===== config.mk =====
export PLATFORM = sky130hd
export DESIGN_NAME = pipe_addsub
export DESIGN_NICKNAME = d
export VERILOG_FILES = /design/src/rtl/addsub_pkg.sv /design/src/rtl/addsub_stage.sv /design/src/rtl/pipe_addsub.sv
export SDC_FILE = /design/constraint.sdc
export NUM_CORES = 1
export LEC_CHECK = 0
export BUFFER_PORTS_ARGS = -buffer_cell sky130_fd_sc_hd__buf_2
export CORE_ASPECT_RATIO = 1.4
export CORE_MARGIN = 8
export CORE_UTILIZATION = 54
export CTS_CLUSTER_DIAMETER = 80
export CTS_CLUSTER_SIZE = 8
export DETAILED_ROUTE_END_ITERATION = 10
export PLACE_DENSITY = 0.81
export SYNTH_ARGS = -nofsm -noshare
export SYNTH_HDL_FRONTEND = slang
export SYNTH_SLANG_ARGS = --single-unit

===== constraint.sdc =====
create_clock -name clk -period 2.55 [get_ports clk]
set_input_delay 0 -clock clk [delete_from_list [all_inputs] [get_ports clk]]
set_output_delay 0 -clock clk [all_outputs]
set_load 0.02 [all_outputs]

===== src/rtl/addsub_pkg.sv =====
// Shared types and helpers for the pipelined add/subtract unit.
// The pipe_addsub build option ADDSUB_SAT_EN (saturating result) does not affect this package.
package addsub_pkg;

  // Control payload that travels alongside each beat through the pipeline.
  // carry : carry out of the most recently added chunk (carry into the next one)
  // sub   : beat is a subtraction (B already inverted at the pipeline input)
  // sgn   : operands are two's-complement signed (only used for saturation)
  typedef struct packed {
    logic carry;
    logic sub;
    logic sgn;
  } stage_ctrl_t;

  // Width of one carry chunk for a given operand width and pipeline depth.
  function automatic int chunk_width(input int data_width, input int stages);
    return data_width / stages;
  endfunction

  // Largest positive two's-complement value: 0111...1 (as an int, for narrow widths).
  function automatic int sat_max_pos_int(input int data_width);
    return (data_width >= 2) ? ((32'sd1 <<< (data_width - 1)) - 32'sd1) : 32'sd0;
  endfunction

endpackage


===== src/rtl/addsub_stage.sv =====
// One pipeline stage of pipe_addsub: adds chunk INDEX of the operands using the
// carry registered by the previous stage, and holds or advances its registers
// according to the stall chain computed at the top level.
module addsub_stage
  import addsub_pkg::*;
#(
  parameter int DATA_WIDTH = 16,
  parameter int CHUNK      = 8,
  parameter int INDEX      = 0
) (
  input  logic                  clk,
  input  logic                  rst,
  input  logic                  adv,
  input  logic                  in_valid,
  input  logic [DATA_WIDTH-1:0] in_sum,
  input  logic [DATA_WIDTH-1:0] in_a,
  input  logic [DATA_WIDTH-1:0] in_b,
  input  stage_ctrl_t           in_ctrl,
  output logic                  out_valid,
  output logic [DATA_WIDTH-1:0] out_sum,
  output logic [DATA_WIDTH-1:0] out_a,
  output logic [DATA_WIDTH-1:0] out_b,
  output stage_ctrl_t           out_ctrl
);

  logic [CHUNK:0]          chunk_res;
  logic [DATA_WIDTH-1:0]   sum_next;
  stage_ctrl_t             ctrl_next;

  // Add this stage's chunk and splice it into the partial sum from upstream.
  always_comb begin
    chunk_res = {1'b0, in_a[INDEX*CHUNK +: CHUNK]}
              + {1'b0, in_b[INDEX*CHUNK +: CHUNK]}
              + {{CHUNK{1'b0}}, in_ctrl.carry};
    sum_next = in_sum;
    sum_next[INDEX*CHUNK +: CHUNK] = chunk_res[CHUNK-1:0];
    ctrl_next.carry = chunk_res[CHUNK];
    ctrl_next.sub   = in_ctrl.sub;
    ctrl_next.sgn   = in_ctrl.sgn;
  end

  // Stage register: load on advance with data, write a bubble on advance without data, else hold.
  always_ff @(posedge clk) begin
    if (rst) begin
      out_valid <= 1'b0;
      out_sum   <= '0;
      out_a     <= '0;
      out_b     <= '0;
      out_ctrl  <= '0;
    end else if (adv) begin
      if (in_valid) begin
        out_valid <= 1'b1;
        out_sum   <= sum_next;
        out_a     <= in_a;
        out_b     <= in_b;
        out_ctrl  <= ctrl_next;
      end else begin
        out_valid <= 1'b0;
      end
    end
  end

endmodule


===== src/rtl/pipe_addsub.sv =====
// Pipelined add/subtract unit with valid/ready flow control on both sides.
// DATA_WIDTH is split into STAGES chunks; each chunk is added in its own
// stage with the carry registered in between, so latency is STAGES cycles.
// Build option: define ADDSUB_SAT_EN to saturate S in the final stage
// (C and V keep reporting the raw, unsaturated condition).
module pipe_addsub
  import addsub_pkg::*;
#(
  parameter int DATA_WIDTH = 16,
  parameter int STAGES     = 2
) (
  input  logic                  clk,
  input  logic                  rst,
  input  logic                  in_val,
  output logic                  in_rdy,
  input  logic [DATA_WIDTH-1:0] A,
  input  logic [DATA_WIDTH-1:0] B,
  input  logic                  cin,
  input  logic                  sub,
  input  logic                  sgn,
  output logic                  out_val,
  input  logic                  out_rdy,
  output logic [DATA_WIDTH-1:0] S,
  output logic                  C,
  output logic                  V
);

  localparam int W   = chunk_width(DATA_WIDTH, STAGES);
  localparam int MSB = DATA_WIDTH - 1;

  generate
    if ((STAGES < 1) || (STAGES > DATA_WIDTH) || ((DATA_WIDTH % STAGES) != 0)) begin : g_bad_cfg
      $error("pipe_addsub: DATA_WIDTH must be a multiple of STAGES and 1 <= STAGES <= DATA_WIDTH");
    end
  endgenerate

  // Index 0 is the pipeline input; index k+1 is the register output of stage k.
  logic                  val_a  [0:STAGES];
  logic [DATA_WIDTH-1:0] sum_a  [0:STAGES];
  logic [DATA_WIDTH-1:0] a_a    [0:STAGES];
  logic [DATA_WIDTH-1:0] b_a    [0:STAGES];
  stage_ctrl_t           ctrl_a [0:STAGES];

  logic [STAGES-1:0]     vld;
  logic [STAGES-1:0]     adv;

  logic                  c_raw;
  logic                  c_into_msb;
  logic [DATA_WIDTH-1:0] s_mux;

  // Subtraction is A + ~B + !cin, so B and the stage-0 carry are conditioned here.
  always_comb begin
    val_a[0]        = in_val;
    sum_a[0]        = '0;
    a_a[0]          = A;
    b_a[0]          = sub ? ~B : B;
    ctrl_a[0].carry = sub ? ~cin : cin;
    ctrl_a[0].sub   = sub;
    ctrl_a[0].sgn   = sgn;
  end

  genvar k;
  generate
    for (k = 0; k < STAGES; k++) begin : g_stage
      addsub_stage #(
        .DATA_WIDTH (DATA_WIDTH),
        .CHUNK      (W),
        .INDEX      (k)
      ) u_stage (
        .clk       (clk),
        .rst       (rst),
        .adv       (adv[k]),
        .in_valid  (val_a[k]),
        .in_sum    (sum_a[k]),
        .in_a      (a_a[k]),
        .in_b      (b_a[k]),
        .in_ctrl   (ctrl_a[k]),
        .out_valid (val_a[k+1]),
        .out_sum   (sum_a[k+1]),
        .out_a     (a_a[k+1]),
        .out_b     (b_a[k+1]),
        .out_ctrl  (ctrl_a[k+1])
      );
      assign vld[k] = val_a[k+1];
    end
  endgenerate

  // Stall chain: a stage may advance if the consumer takes the result or any
  // stage at or after it holds a bubble that can absorb the shift.
  always_comb begin
    adv = '0;
    for (int i = 0; i < STAGES; i++) begin
      adv[i] = out_rdy;
      for (int j = i; j < STAGES; j++) begin
        if (!vld[j]) begin
          adv[i] = 1'b1;
        end else begin
          adv[i] = adv[i];
        end
      end
    end
  end

  assign in_rdy = adv[0];

  // Raw flags from the last stage: carry into the MSB is recovered from a ^ b ^ sum.
  always_comb begin
    c_raw      = ctrl_a[STAGES].carry;
    c_into_msb = a_a[STAGES][MSB] ^ b_a[STAGES][MSB] ^ sum_a[STAGES][MSB];
  end

`ifdef ADDSUB_SAT_EN
  localparam logic [DATA_WIDTH-1:0] SAT_MAX_POS = DATA_WIDTH'(sat_max_pos_int(DATA_WIDTH));
  localparam logic [DATA_WIDTH-1:0] SAT_MIN_NEG = ~SAT_MAX_POS;

  // Saturate the final result; unsigned uses carry/borrow, signed uses overflow.
  always_comb begin
    s_mux = sum_a[STAGES];
    if (!ctrl_a[STAGES].sgn && (ctrl_a[STAGES].sub ? ~c_raw : c_raw)) begin
      s_mux = ctrl_a[STAGES].sub ? '0 : '1;
    end else if (ctrl_a[STAGES].sgn && (c_into_msb ^ c_raw)) begin
      s_mux = a_a[STAGES][MSB] ? SAT_MIN_NEG : SAT_MAX_POS;
    end else begin
      s_mux = sum_a[STAGES];
    end
  end
`else
  // Wrap-around result straight from the last stage register.
  always_comb begin
    s_mux = sum_a[STAGES];
  end
`endif

  assign out_val = val_a[STAGES];
  assign S       = s_mux;
  assign C       = ctrl_a[STAGES].sub ? ~c_raw : c_raw;
  assign V       = c_into_msb ^ c_raw;

endmodule


# Yosys cells after proc, flatten, opt, wreduce, memory -nomap -nowiden
# Cells that the tools add are included.
# word_totals
register_bits,94
input_bits,39
# classes
add_sub_neg,4
mux,8
n_bitwise,6
n_reduce_logical,2
# ops
op,n
8-bit by 8-bit adder with 9-bit output,2
9-bit by 1-bit adder with 9-bit output,2
16-bit two-way mux,1
16-bit inverter,1
1-bit two-way mux,7
2-bit AND reduction,2
1-bit bitwise XOR,3
1-bit inverter,2

# Depth between registers and ports, before layout
# depth
word_depth,4
depth_mapped,9

# Modules after synthesis
# A second synthesis with hierarchy kept.
# unflattened
cells_unflattened,548
area_unflattened_um2,4446.8
# by_module_without_submodules
mod,n_inst,cells_per_inst,area_per_inst_um2
addsub_stage,2,261,2107.0
pipe_addsub,1,26,232.7

# Worst setup path before layout
# Ideal clock, no wire load.
# synth_path
path_kind,input-to-reg
startpoint,input port sub
endpoint,register g_stage[0].u_stage.out_sum[4]
setup_ns,0.132
t_arrival_ns,2.063
required_ns,2.418
slack_ns,0.354
stages,9
cell_sequence,buf_2 -> buf_2 -> xor2_1 -> fa_1 -> fa_1 -> a21o_1 -> a211o_1 -> o211ai_1 -> a21oi_1
# synth_between
elab_chain_cells,3
elab_cells_between_ends,4
cone_classes,add/sub (2); mux (2)
# synth_rtl
element,line_no,rtl
from (decl),pipe_addsub.sv:19,"input logic sub,"
16-bit two-way mux,pipe_addsub.sv:56,b_a[0] = sub ? ~B : B;
8-bit by 8-bit adder with 9-bit output,addsub_stage.sv:33,"+ {1'b0, in_b[INDEX*CHUNK +: CHUNK]}"
9-bit by 1-bit adder with 9-bit output *,addsub_stage.sv:34,"+ {{CHUNK{1'b0}}, in_ctrl.carry};"
to (signal assigned),addsub_stage.sv:53,out_sum <= sum_next;
to (decl),addsub_stage.sv:20,"output logic [DATA_WIDTH-1:0] out_sum,"
# Every way passes the cells marked *; elsewhere a longest branch is shown, timed or not.
# A chain may end at the register's enable or synchronous reset.

# Worst setup path in the final report
# layout_path
startpoint,register g_stage[0].u_stage.out_a[8]
endpoint,register g_stage[1].u_stage.out_sum[14]
# layout_between
elab_chain_cells,2
# layout_rtl
element,line_no,rtl
from (decl),addsub_stage.sv:21,"output logic [DATA_WIDTH-1:0] out_a,"
from (signal assigned),addsub_stage.sv:54,out_a <= in_a;
8-bit by 8-bit adder with 9-bit output,addsub_stage.sv:33,
9-bit by 1-bit adder with 9-bit output,addsub_stage.sv:34,
to (signal assigned),addsub_stage.sv:53,
to (decl),addsub_stage.sv:20,
# No other way between the ends.

==> results by group <==
STA
  • Slew Viols, Final: 0
  • Setup Skew: 5.49 ps
  • Post-layout min period: 2330 ps
  • Post-route setup TNS: 0 ps
  • Fmax: 429 MHz
  • Final count of negative-setup-slack endpoints: 0
  • Slew @ Worst Pin: 662 ps
  • Hold_ws: -0.256 ps
  • RSZ-0062 raised after global routing: false
  • Max_slew headroom: 55.7%
  • Final Hold Fails: 1
  • Crit share post-route: 91.4%

Synthesis
  • Synth top area cells: dfxtp_1, nand2_1, ha_1, a21oi_1, a211oi_1
  • Synth area leader: dfxtp_1
  • Synthesized cell area: 2550 um2
  • Synth Area in XOR/XNOR: 8.25%
  • Most common cell in the synthesized netlist: nand2_1
  • EDFF count, synth: 0
  • Synth Warn #: 0
  • Syn nets: 348
  • Post-Syn Instances: 291
  • Synth Area per Inst: 8.76 um2
  • Main combinational cell family by area after synthesis: compound AO/OA/AOI/OAI gates
  • Post-synth top flop: dfxtp_1
  • Post-synth top cells: nand2_1, dfxtp_1, a21oi_1
  • Yosys top cell area share: 37.7%
  • Mux contribution to synthesized area: 0%
  • Async SR Flop Fraction: 0%
  • Yosys cell types: 44
  • Synth Area in Adders: 10.0%
  • Post-synthesis compound-gate area fraction: 22.4%
  • Synth Register Bits: 48
  • Sequential share of the synthesized area: 37.7%
  • Post-synthesis simple-gate area fraction: 17.1%

Clock network
  • CTS tree: yes
  • CTS root buf: clkbuf_8
  • Cts bufs inserted: 5
  • Bufs on Longest Clock Path: 2
  • Clk pin slew, worst setup/hold paths: 80 ps
  • CTS sink cnt: 48
  • Clock Latency Late Sink: 300 ps
  • H-tree Lvls: 2

Die
  • # IOs: 59
  • Starting Density: 56.2%
  • Die ar.: 7200 um2
  • Core Rows: 29
  • Die width: 74.1 um
  • Die Height: 97.3 um
  • Core box area: 4540 um2

Global routing
  • GRT overflow: 0
  • Largest net degree at the start of global routing: 36
  • Number of global-route vias before repair: 2221
  • Initial antenna violation count: 0
  • First-pass GRT wire length: 10000 um
  • All-Layer GR Usage: 17.2%

Worst setup path
  • Critical Path Start Type: register
  • CP startpoint: g_stage[0].u_stage.out_a[8]
  • Worst Path Arrival: 2530 ps
  • Largest fanout on the critical path: 3
  • Reg2reg start: g_stage[0].u_stage.out_a[8]
  • CP required: 2750 ps
  • Critical path class: reg2reg
  • Worst Setup End Kind: register

Power
  • VDD IR max: 0.285 mV
  • Pleak: 1.35 nW
  • Pwr Density: 578 nW/um2

Run status
  • Failing checks: hold timing
  • Outcome: finished, violations left

Route
  • Iteration-0 DRC Markers: 170
  • DRT met1 WL: 2580 um
  • Via count: 2323
  • Vias per cell: 5.53
  • Top Layer Used: met4
  • Met2 WL post-DR: 2980 um
  • WL met3: 317 um
  • DRC violations left: 0
  • Final WL: 6050 um
  • DR WL/cell: 14.4 um
  • Post-route ant nets: 0
  • First drt pass iteration count: 5

Worst hold path
  • Min-delay worst type: in2reg
  • Min-delay src: B[12]

Cells and area
  • Layout Cells excl Fill: 420
  • Final nets: 414
  • Share of cells above drive strength 1: 20.7%
  • Antenna cells: 0
  • Fill count: 391
  • P&R area growth vs syn: 22.2%
  • Combined area of the multi-input logic cells: 1480 um2
  • Register area: 961 um2

Place
  • GP Congestion: 0.881
  • HPWL after DPL: 4360 um
  • Port Buffers: 57
  • Inst Count DP: 396

Job
  • Total of max-cap violations: 0
report_power, final:
group	internal [W]	switching (W)	total, W
clock network	0.000291	0.000253	0.000544
logic	0.000186	0.000232	0.000418
registers	0.000803	0.0000345	0.000838
total	0.00128	0.000520	0.00180
placed cells by master, fill, tap and decap left out, types with 3 or more instances in the layout:
cell type	n
buf_2	57
nand2_1	53
dfxtp_1	48
a21oi_1	31
nor2_1	19
a211oi_1	16
dlygate4sd3_1	16
ha_1	14
xor2_1	12
xnor2_1	12
nand3_1	6
a211o_1	6
o21ai_0	5
clkbuf_8	5
inv_1	4
o211ai_1	4
fa_1	4
buf_4	4
nand3b_1	3
o21a_1	3
nand4_1	3
a21o_1	3
critical path, cell delays in order (launching register included):
cell and delay (ps):
dfxtp_1 330, fa_1 470, fa_1 430, a21o_2 240
a2111oi_2 380, nor2_1 110, o41ai_1 250
per-stage QoR:
stage	worst slack (ps)	cell area (um2)	utilization (%)	total power, W
floorplan	354	2550	-	0.00114
detailed placement	208	2840	62.6	0.00125
CTS	165	3110	68.5	0.00180
global route	119	3110	68.7	0.00189
finish	218	3110	68.7	0.00180
global placement	233	2840	62.6	0.00123
state kept, by name (all words and copies together) (netlist names):
register and cells:
g_stage.u_stage.out_b 9, g_stage.u_stage.out_ctrl 4, g_stage.u_stage.out_a 9, g_stage.u_stage.out_valid 2, g_stage.u_stage.out_sum 24
cell families after synthesis:
| logic type | count (synthesis) |
|---|---|
| AO/OA/AOI/OAI | 82 |
| XOR/XNOR | 24 |
| adder cells (fa/ha/maj) | 18 |
| buffers and inverters | 22 |
| flip-flops | 48 |
| AND/OR/NAND/NOR | 97 |
timing repair:
item                       4_1_cts  5_1_grt
hold buffers                    16        0
setup endpoints to repair        0        1
hold endpoints to repair        16        0
gates resized for setup          0        2
buffers inserted                 0        0
area by class of cell:
class	instances	area share (%)
repair buffers	77	15.3
clock buffers	6	2.33
well taps	62	2.49
flip-flops and latches	48	30.9
multi-input cells	221	47.4
clock inverters	2	1.12
inverters	4	0.482
path summary, 6_finish.rpt:
kind                                                  endpoint  slack, ps  cells past startpoint
worst max-delay path            g_stage[1].u_stage.out_sum[14]        220                      6
worst min register to register   g_stage[1].u_stage.out_sum[2]        450                      2
worst min-delay path              g_stage[0].u_stage.out_b[12]       -0.3                      3
worst max register to register  g_stage[1].u_stage.out_sum[14]        220                      6
routing by layer:
metal,up-vias,GRT usage (%)
li1,1162,-
met1,1073,19.8
met2,70,28.1
met3,18,3.62
met4,0,9.27
met5,-,0
Power figures use the tool's default switching activity.
